--- config.mk ---
export PLATFORM = sky130hd
export DESIGN_NAME = seg_scan_driver
export DESIGN_NICKNAME = d
export VERILOG_FILES = /design/src/rtl/seg_pkg.sv /design/src/rtl/seg_hex_lut.sv /design/src/rtl/seg_scan_driver.sv
export SDC_FILE = /design/constraint.sdc
export NUM_CORES = 1
export LEC_CHECK = 0
export CAP_MARGIN = 15
export CELL_PAD_IN_SITES_DETAIL_PLACEMENT = 1
export CELL_PAD_IN_SITES_GLOBAL_PLACEMENT = 2
export CORE_MARGIN = 5
export CORE_UTILIZATION = 38
export CTS_CLUSTER_DIAMETER = 40
export DETAILED_ROUTE_END_ITERATION = 12
export PLACE_DENSITY = 0.89
export SLEW_MARGIN = 5
export SYNTH_ARGS = -nofsm -noshare
export SYNTH_HDL_FRONTEND = slang
export SYNTH_SLANG_ARGS = --single-unit
--- constraint.sdc ---
create_clock -name clk -period 3.4 [get_ports clk]
set_input_delay 0.34 -clock clk [delete_from_list [all_inputs] [get_ports clk]]
set_output_delay 0.34 -clock clk [all_outputs]
set_load 0.05 [all_outputs]
--- src/rtl/seg_pkg.sv ---
// Shared constants and the hex-to-segment encoder for the
// multiplexed seven-segment display driver.
package seg_pkg;

    localparam logic [7:0] SEG_BLANK = 8'hFF;

    // Active-low a..g on [6:0], DP (off) on [7].
    localparam logic [7:0] HEX_CODE [0:15] = '{
        8'h81, 8'hCF, 8'h92, 8'h86,
        8'hCC, 8'hA4, 8'hA0, 8'h8F,
        8'h80, 8'h84, 8'h88, 8'hE0,
        8'hB1, 8'hC2, 8'hB0, 8'hB8
    };

    function automatic logic [7:0] hex2seg(
        input logic [3:0] nibble,
        input logic       dp
    );
        logic [7:0] c;
        c = HEX_CODE[nibble];
        return {~dp, c[6:0]};
    endfunction

endpackage

--- src/rtl/seg_hex_lut.sv ---
// Combinational hex nibble plus decimal point to
// active-low seven-segment code.
module seg_hex_lut
    import seg_pkg::*;
(
    input  logic [3:0] nibble,
    input  logic       dp,
    output logic [7:0] code
);

    assign code = hex2seg(nibble, dp);

endmodule

--- src/rtl/seg_scan_driver.sv ---
// Time-multiplexed N-digit seven-segment driver with shadow
// register, refresh prescaler and leading-zero blanking.
module seg_scan_driver
    import seg_pkg::*;
#(
    parameter int DIGITS        = 4,
    parameter int DIV           = 50000,
    parameter bit AN_ACTIVE_LOW = 1'b1
) (
    input  logic                  clk,
    input  logic                  rst_n,
    input  logic                  load,
    input  logic [4*DIGITS-1:0]   value,
    input  logic [DIGITS-1:0]     dp,
    input  logic                  blank_lz,
    output logic [7:0]            seg_data,
    output logic [DIGITS-1:0]     an,
    output logic                  frame
);

    localparam int CW = (DIV > 1) ? $clog2(DIV) : 1;
    localparam int IW = (DIGITS > 1) ? $clog2(DIGITS) : 1;

    logic [CW-1:0]         cnt;
    logic [IW-1:0]         idx;
    logic [4*DIGITS-1:0]   val_q;
    logic [DIGITS-1:0]     dp_q;

    logic                  adv;
    logic                  wrap;
    logic [DIGITS-1:0]     nz;
    logic [3:0]            nib;
    logic                  dsel;
    logic                  nzsel;
    logic [DIGITS-1:0]     onehot;
    logic [7:0]            code;
    logic                  blank_sel;
    logic [7:0]            seg_next;
    logic [DIGITS-1:0]     an_next;

    assign adv  = (cnt == CW'(DIV - 1));
    assign wrap = adv && (idx == IW'(DIGITS - 1));

    // nz[i] is set when any nibble from i up to the MSB is non-zero.
    always_comb begin
        nz = '0;
        nz[DIGITS-1] = |val_q[4*(DIGITS-1) +: 4];
        for (int i = DIGITS - 2; i >= 0; i--) begin
            nz[i] = nz[i+1] | (|val_q[4*i +: 4]);
        end
    end

    always_comb begin
        nib    = '0;
        dsel   = 1'b0;
        nzsel  = 1'b0;
        onehot = '0;
        for (int i = 0; i < DIGITS; i++) begin
            if (idx == IW'(i)) begin
                nib       = val_q[4*i +: 4];
                dsel      = dp_q[i];
                nzsel     = nz[i];
                onehot[i] = 1'b1;
            end
        end
    end

    seg_hex_lut u_lut (
        .nibble (nib),
        .dp     (dsel),
        .code   (code)
    );

    // Digit 0 always shows, even when the whole value is zero.
    assign blank_sel = blank_lz && (idx != '0) && !nzsel;
    assign seg_next  = blank_sel ? SEG_BLANK : code;
    assign an_next   = AN_ACTIVE_LOW ? ~onehot : onehot;

    always_ff @(posedge clk or negedge rst_n) begin
        if (!rst_n) begin
            cnt <= '0;
            idx <= '0;
        end else begin
            cnt <= adv ? '0 : cnt + 1'b1;
            if (adv) begin
                idx <= (idx == IW'(DIGITS - 1)) ? '0 : idx + 1'b1;
            end
        end
    end

    always_ff @(posedge clk or negedge rst_n) begin
        if (!rst_n) begin
            val_q <= '0;
            dp_q  <= '0;
        end else if (load) begin
            val_q <= value;
            dp_q  <= dp;
        end
    end

    always_ff @(posedge clk or negedge rst_n) begin
        if (!rst_n) begin
            seg_data <= SEG_BLANK;
            an       <= {DIGITS{AN_ACTIVE_LOW}};
            frame    <= 1'b0;
        end else begin
            seg_data <= seg_next;
            an       <= an_next;
            frame    <= wrap;
        end
    end

endmodule

**Word-level counts from Yosys, hierarchy flattened**

Memory sizes are Yosys's and may differ from the RTL's.
Index checks and enable logic that the tools add are counted.

- Bits in registers: 51
- Memory bits (read-only): 128
- Bits of input ports: 24
- Logic and storage cells: 52
- Memories: 1

Memory list:

| memory | words | bits a word | read ports | clocked after Yosys merged registers in | write ports | line | source |
|---|---|---|---|---|---|---|---|
| (name not given) | 16 | 8 | 1 | 0 | 0 | seg_pkg.sv:20 | `c = HEX_CODE[nibble];` |

- $add $sub $neg: 2
- Order comparisons: 1
- Eq/ne operators: 4
- Multiplexer cells: 21
- Bitwise logic cells: 6
- Reductions and logical operators: 10

Operators by type and width:

| operator | count |
|---|---|
| 16-bit by 1-bit adder with 16-bit output (second input constant) | 1 |
| 16-bit equality test (second input constant) | 1 |
| 16-bit 2-to-1 mux | 1 |
| 4-bit 2-to-1 mux | 4 |
| 4-bit OR reduction | 4 |
| 7-bit 2-to-1 mux | 2 |
| 1-bit 2-to-1 mux | 12 |
| 8-bit 2-to-1 mux | 1 |
| 5-bit greater-or-equal comparator (second input constant) | 1 |
| 4-bit inverter with 5-bit output | 1 |
| 2-bit equality test (second input constant) | 2 |
| 4-bit inverter | 1 |
| 1-bit logical AND | 3 |
| 1-bit OR | 3 |
| 2-bit by 1-bit adder with 2-bit output (second input constant) | 1 |
| 2-bit by 1-bit equality test with 1-bit output (second input constant) | 1 |
| 2-bit logical NOT | 1 |
| 2-bit 2-to-1 mux | 1 |
| 2-bit nonzero test | 1 |
| 1-bit logical NOT | 1 |
| 1-bit inverter | 1 |

**Longest topological paths before layout**

- Depth in word-level cells: 11
- Gate-level depth with buffers: 12
- Mapped depth without buffers: 11

**Hierarchy**

From an unflattened synthesis, not the netlist that was laid out.

- Cells, all modules: 233
- Area, all modules: 2512.4 µm²

By module, submodules not included:

| module | instances | cells an instance | area an instance (µm²) | sequential area each (µm²) |
|---|---|---|---|---|
| seg_scan_driver | 1 | 197 | 2260.9 | 1291.2 |
| seg_hex_lut | 1 | 36 | 251.5 | 0.0 |

**Least setup slack after synthesis**

OpenSTA, ideal clock, no wires.

- Path kind: reg-to-reg
- From: register idx[0]
- To: register seg_data[3]
- Arrival time: 2151 ps
- Data required time: 3315 ps
- Slack: 1165 ps
- Stages on the path, launching flop included: 10
- Cell sequence: dfrtp_1 ha_1 buf_4 nor2b_1 a211oi_1 inv_1 ha_1 mux2_2 mux2i_1 nand2_1

- Word-level cells in the longest chain between the ends: 10
- Elaborated cells between the ends (all ways): 21
- Those cells by class: 3 x eq/ne; 11 x mux; 1 x bitwise; 5 x reduce/logical; 1 x memory

RTL lines:

| item | line | source |
|---|---|---|
| start: declaration | seg_scan_driver.sv:25 | `logic [IW-1:0] idx;` |
| start signal: assignment | seg_scan_driver.sv:86 | `idx <= (idx == IW'(DIGITS - 1)) ? '0 : idx + 1'b1;` |
| 2-bit logical NOT | seg_scan_driver.sv:59 | `if (idx == IW'(i)) begin` |
| 4-bit 2-to-1 mux (4 in series) | seg_scan_driver.sv:59 |  |
| 4-bit inverter with 5-bit output (not written as such) | seg_pkg.sv:20 |  |
| memory 16 x 8 bit | - |  |
| 7-bit 2-to-1 mux (not written as such) (2 in series) | seg_pkg.sv:20 |  |
| 8-bit 2-to-1 mux (*) | seg_scan_driver.sv:76 | `assign seg_next = blank_sel ? SEG_BLANK : code;` |
| named net seg_next[3] | seg_scan_driver.sv:38 | `logic [7:0] seg_next;` |
| end signal: assignment | seg_scan_driver.sv:107 | `seg_data <= seg_next;` |
| end: declaration | seg_scan_driver.sv:16 | `output logic [7:0] seg_data,` |

Mark *: on every way through the listed nets, which the timed path passes. The rest lies on a longest branch. The select of a mux whose other input is x is not followed.
A chain may end at the register's enable or synchronous reset.

**Worst setup path in the final report**

Same ends and word-level chain as after synthesis.

==> results.yml <==
status:
  status: "completed"
finish:
  drive_above_1_share_pct: 20.5
  area_growth_pct: 20.9
  multi_input_area_mm2: 0.00106
  nFillCells: 707
  fin_nets: 287
  fin_cells: 331
  antenna_cells: 0
  regArea_mm2: 0.00129
logic_synthesis:
  yosys.area.top_type_share_pct: 39.8
  synth-main-ff-cell: "dfrtp_1"
  yosysMostFrequentCell: "dfrtp_1"
  ys_seq_area_share_pct: 52.6
  synthTopCellsByCount: "39 x dfrtp_1, 21 x mux2_2, 16 x nand2_1, 13 x inv_1, 13 x nor2_1"
  synth_edf_count: 0
  synth_area_leaders: "dfrtp_1 40%, dfstp_2 13%, mux2_2 9.6%"
  synth_top_area_cell: "dfrtp_1"
  synth_seq_cells: 51
  netlist_area_mm2: 0.00245
  syn_area_per_cell_um2: 11.5
  synth_nets: 248
  syn_inst: 214
  synth_cell_types: 38
  asyncSetResetFlopFracSynth_pct: 100
  yosys_warnings: 0
floorplanning:
  row_count: 29
  die-area_mm2: 0.00816
  die_w_um: 90.4
  initial_core_util_pct: 38.9
  ios: 37
  die_h_um: 90.4
  core-area_mm2: 0.00631
timing:
  skew_ns: 0.00502
  setup_slack_ns: 0.799
  tns_ns: 0
  slew_viol_final: 0
  max_slew_margin_pct: 39.8
  setup_viol: 0
  rsz0062_at_grt: "false"
  fin_crit_sh_pct: 76.5
  tightest_slew_ns: 0.901
  final_hold_viol_count: 0
  finalCriticalPeriod_ns: 2.60
  max_freq_ghz: 0.384
worst_setup_path:
  arrival_ns: 2.82
  crit_required_ns: 3.62
  endpoint_kind: "flop"
  crit_fanout: 12
  critPathLaunchType: "flop"
  setup.worst_path.class: "flop to flop"
cts:
  cts_buffer_depth: 2
  cts_tree: "done"
  numCtsBuffers: 5
  clkTransAtPathRegs_ns: 0.09
  htreeDepth: 2
  cts_sinks: 51
  clk_latency_ns: 0.29
  holdBufCountCts: 0
  root_buffer: "clkbuf_8"
  post_cts_buffers: 0
  ctsResizeCount: 0
drt:
  totalWireLength_mm: 5.08
  drt_iter0_markers: 39
  viasPerCell: 5.10
  firstDrtPassIters: 4
  antenna_left: 0
  vias: 1688
  drcViolationCount: 0
  wl_per_cell_um: 15.3
power_and_ir_drop:
  power_density_mw_per_mm2: 420
  p_leak_nw: 1.24
  ir_drop_uv: 300
  total_power_w: 0.00124
global_routing:
  grt_overflow: 0
  grt_max_degree: 28
  grt_usage_pct: 13.0
  grt_antenna_before_repair: 0
  grt_pass1_vias: 1844
  grt_pass1_wl_mm: 8.85
placement:
  pre_cts_ws_ns: 0.772
  place.gp.congestion: 0.779
  dp.cells: 323
  io_buffer_count: 36
  hpwl_mm: 3.91
job:
  maxCapViolCount: 0
worst_hold_path:
  hold_class: "primary input to asynchronous set/reset pin"
-- report_power, final --
part	switching, W	leakage, nW	internal (W)	total, W
logic	0.000129	0.583	0.000101	0.000231
registers	0.0000234	0.611	0.000657	0.000680
clock network	0.000192	0.0477	0.000141	0.000333
total	0.000345	1.24	0.000900	0.00124
-- flip-flops by register name (all words and copies together) (netlist names) --
signal,flops
val_q,16
dp_q,4
idx,2
seg_data,8
cnt,16
frame,1
an,4
-- cell usage in the layout, fill, tap and decap left out, types with 2 or more instances in the layout --
master / n
o211ai_1: 3
xor2_1: 5
clkdlybuf4s50_1: 35
a21oi_1: 5
nor3b_1: 3
ha_1: 10
nor2b_1: 4
inv_1: 13
dfstp_2: 12
nor3_1: 2
nand2_1: 16
buf_4: 4
o21ai_0: 6
dfrtp_1: 39
mux2_2: 21
nor2_1: 13
o221ai_1: 3
nand3b_1: 4
a211oi_1: 6
nand4_1: 2
and3_1: 2
xnor2_1: 9
clkbuf_8: 5
mux2i_1: 3
nor4_1: 3
o41ai_1: 2
clkinv_2: 3
nand3_1: 10
-- critical path, cell delays in order, from the launching register on --
cell	delay (ns)
dfrtp_1	0.41
inv_1	0.13
ha_1	0.41
a211oi_1	0.10
a211oi_1	0.54
inv_1	0.18
ha_1	0.26
mux2_2	0.27
mux2i_1	0.15
nand2_1	0.08
-- metal layers --
layer / track usage [%] / routed length [um]
met5: 0 / 0
met2: 22.1 / 2530
met4: 2.98 / 29
met1: 17.0 / 2390
met3: 2.50 / 127
-- cell type report --
type / count / share of cell area [%]
Clock buffer: 5 / 2.32
Tap cell: 77 / 3.25
Clock inverter: 3 / 0.506
Timing Repair Buffer: 40 / 13.0
Multi-Input combinational cell: 142 / 35.7
Inverter: 13 / 1.65
Sequential cell: 51 / 43.5
-- through the flow --
step | hold slack, ns | utilization (%) | instance area, um2
after floorplan | 0.0444 | - | 2450
after global placement | 0.354 | 45.6 | 2880
after detailed placement | 0.360 | 45.6 | 2880
after CTS | 0.0376 | 47.0 | 2970
after global routing | 0.0578 | 47.0 | 2970
final | 0.0220 | 47.0 | 2970
-- final timing paths --
check                              startpoint                    end  slack, ns  cells past startpoint
max in group asynchronous               rst_n        an[3]$_DFF_PN1_       2.58                      2
hold / removal                          rst_n   val_q[2]$_DFFE_PN0P_       0.02                      1
hold reg to reg              cnt[0]$_DFF_PN0_       cnt[0]$_DFF_PN0_       0.50                      1
setup reg to reg           idx[0]$_DFFE_PN0N_  seg_data[3]$_DFF_PN1_       0.80                      9
min in group clk             cnt[0]$_DFF_PN0_       cnt[0]$_DFF_PN0_       0.50                      1
setup / recovery           idx[0]$_DFFE_PN0N_  seg_data[3]$_DFF_PN1_       0.80                      9
-- kinds of logic (layout without fill, tap and decap cells) --
| logic type | Yosys count | after routing | synth area share [%] |
|---|---|---|---|
| compound gates | 28 | 28 | 7.90 |
| xor+xnor | 14 | 14 | 5.00 |
| fa+ha+maj | 10 | 10 | 5.10 |
| buf+inv | 21 | 61 | 4.18 |
| flops | 51 | 51 | 52.6 |
| mux | 24 | 24 | 10.9 |
| simple gates | 66 | 66 | 14.3 |
Power figures use the tool's default switching activity.
==> edit (same settings) <==
The parameter `DIGITS` goes from 4 to 8.
--- a/src/rtl/seg_scan_driver.sv
+++ b/src/rtl/seg_scan_driver.sv
@@ -5,3 +5,3 @@
 #(
-    parameter int DIGITS        = 4,
+    parameter int DIGITS        = 8,
     parameter int DIV           = 50000,
Interface: changed (resized an, dp and value); port bits go from 37 to 61. The function was not compared with the original's and may differ.
==> edit against the unedited design <==
  * Sequential cell count up 25
  * Area after synthesis up 54%
  * Count of clock-buffer cells in the layout up 5
  * Setup slack worse by 370 ps
  * Total power up 69%
  * Design area up 59%
  * Routed wire length up 77%
  * Sequential power up 50%
==> edit: results (changes against the unedited design) <==
status=finished clean (unchanged); largest net degree at the start of global routing=77 (was 28); fmax=336 MHz (was 384 MHz); clock skew=10.1 ps (was 5.02 ps); measured slew at the worst slew-check pin=948 ps (was 901 ps); H-tree levels=3 (was 2); sequential share of cell area=40.9% (was 43.5%); grt met1 use=21.3% (was 17.0%); area of the multi-input gates=1720 um2 (was 1060 um2); final net count=452 (was 287); Distinct cells, synth=52 (was 38); multi-input combinational cell count=231 (was 142); highest ir drop seen on vdd=0.176 mV (was 0.300 mV); vias=2746 (was 1688); Leakage=0.00199 uW (was 0.00124 uW); NonClk Buf Share=13.2% (was 13.0%); Mapped Nets=397 (was 248); top post-synthesis cells by area=dfrtp_1, dfstp_2, mux2_2 (unchanged); CTS Buf Count=9 (was 5); GR Layer Usage met3=4.58% (was 2.50%); first-pass GRT wire length=15200 um (was 8850 um); Reg2Reg Setup Slack=430 ps (was 800 ps); Non-CTS buffers=64 (was 40); clock buf count=10 (was 5); Detail Placement HPWL=6580 um (was 3910 um); Tot GR Track Use=16.2% (was 13.0%); net load switching power=545 uW (was 345 uW); worst-path fanout max=10 (was 12)
edit: kinds of logic (layout without fill, tap and decap cells):
logic type	Yosys count	in the layout	synth area share, %
fa+ha+maj	13	13	4.29
buf+inv	33	93	3.90
xor+xnor	13	13	3.01
compound gates	61	61	11.4
mux	42	42	12.3
simple gates	102	102	14.4
flops	76	76	50.7
edit: per-stage QoR:
step / power [uW] / area, um2
floorplan: 1210 / 3790
global placement: 1340 / 4480
detailed placement: 1350 / 4480
CTS: 2130 / 4700
global route: 2210 / 4700
finish: 2100 / 4700
edit: power by group through the flow:
stage / Clock [uW] / Sequential (uW) / Combinational, uW
2_1_floorplan: 0 / 1080 / 129
3_3_place_gp: 0 / 1040 / 302
3_5_place_dp: 0 / 1040 / 308
4_1_cts: 796 / 1020 / 309
5_1_grt: 843 / 1030 / 330
6_report: 776 / 1020 / 304
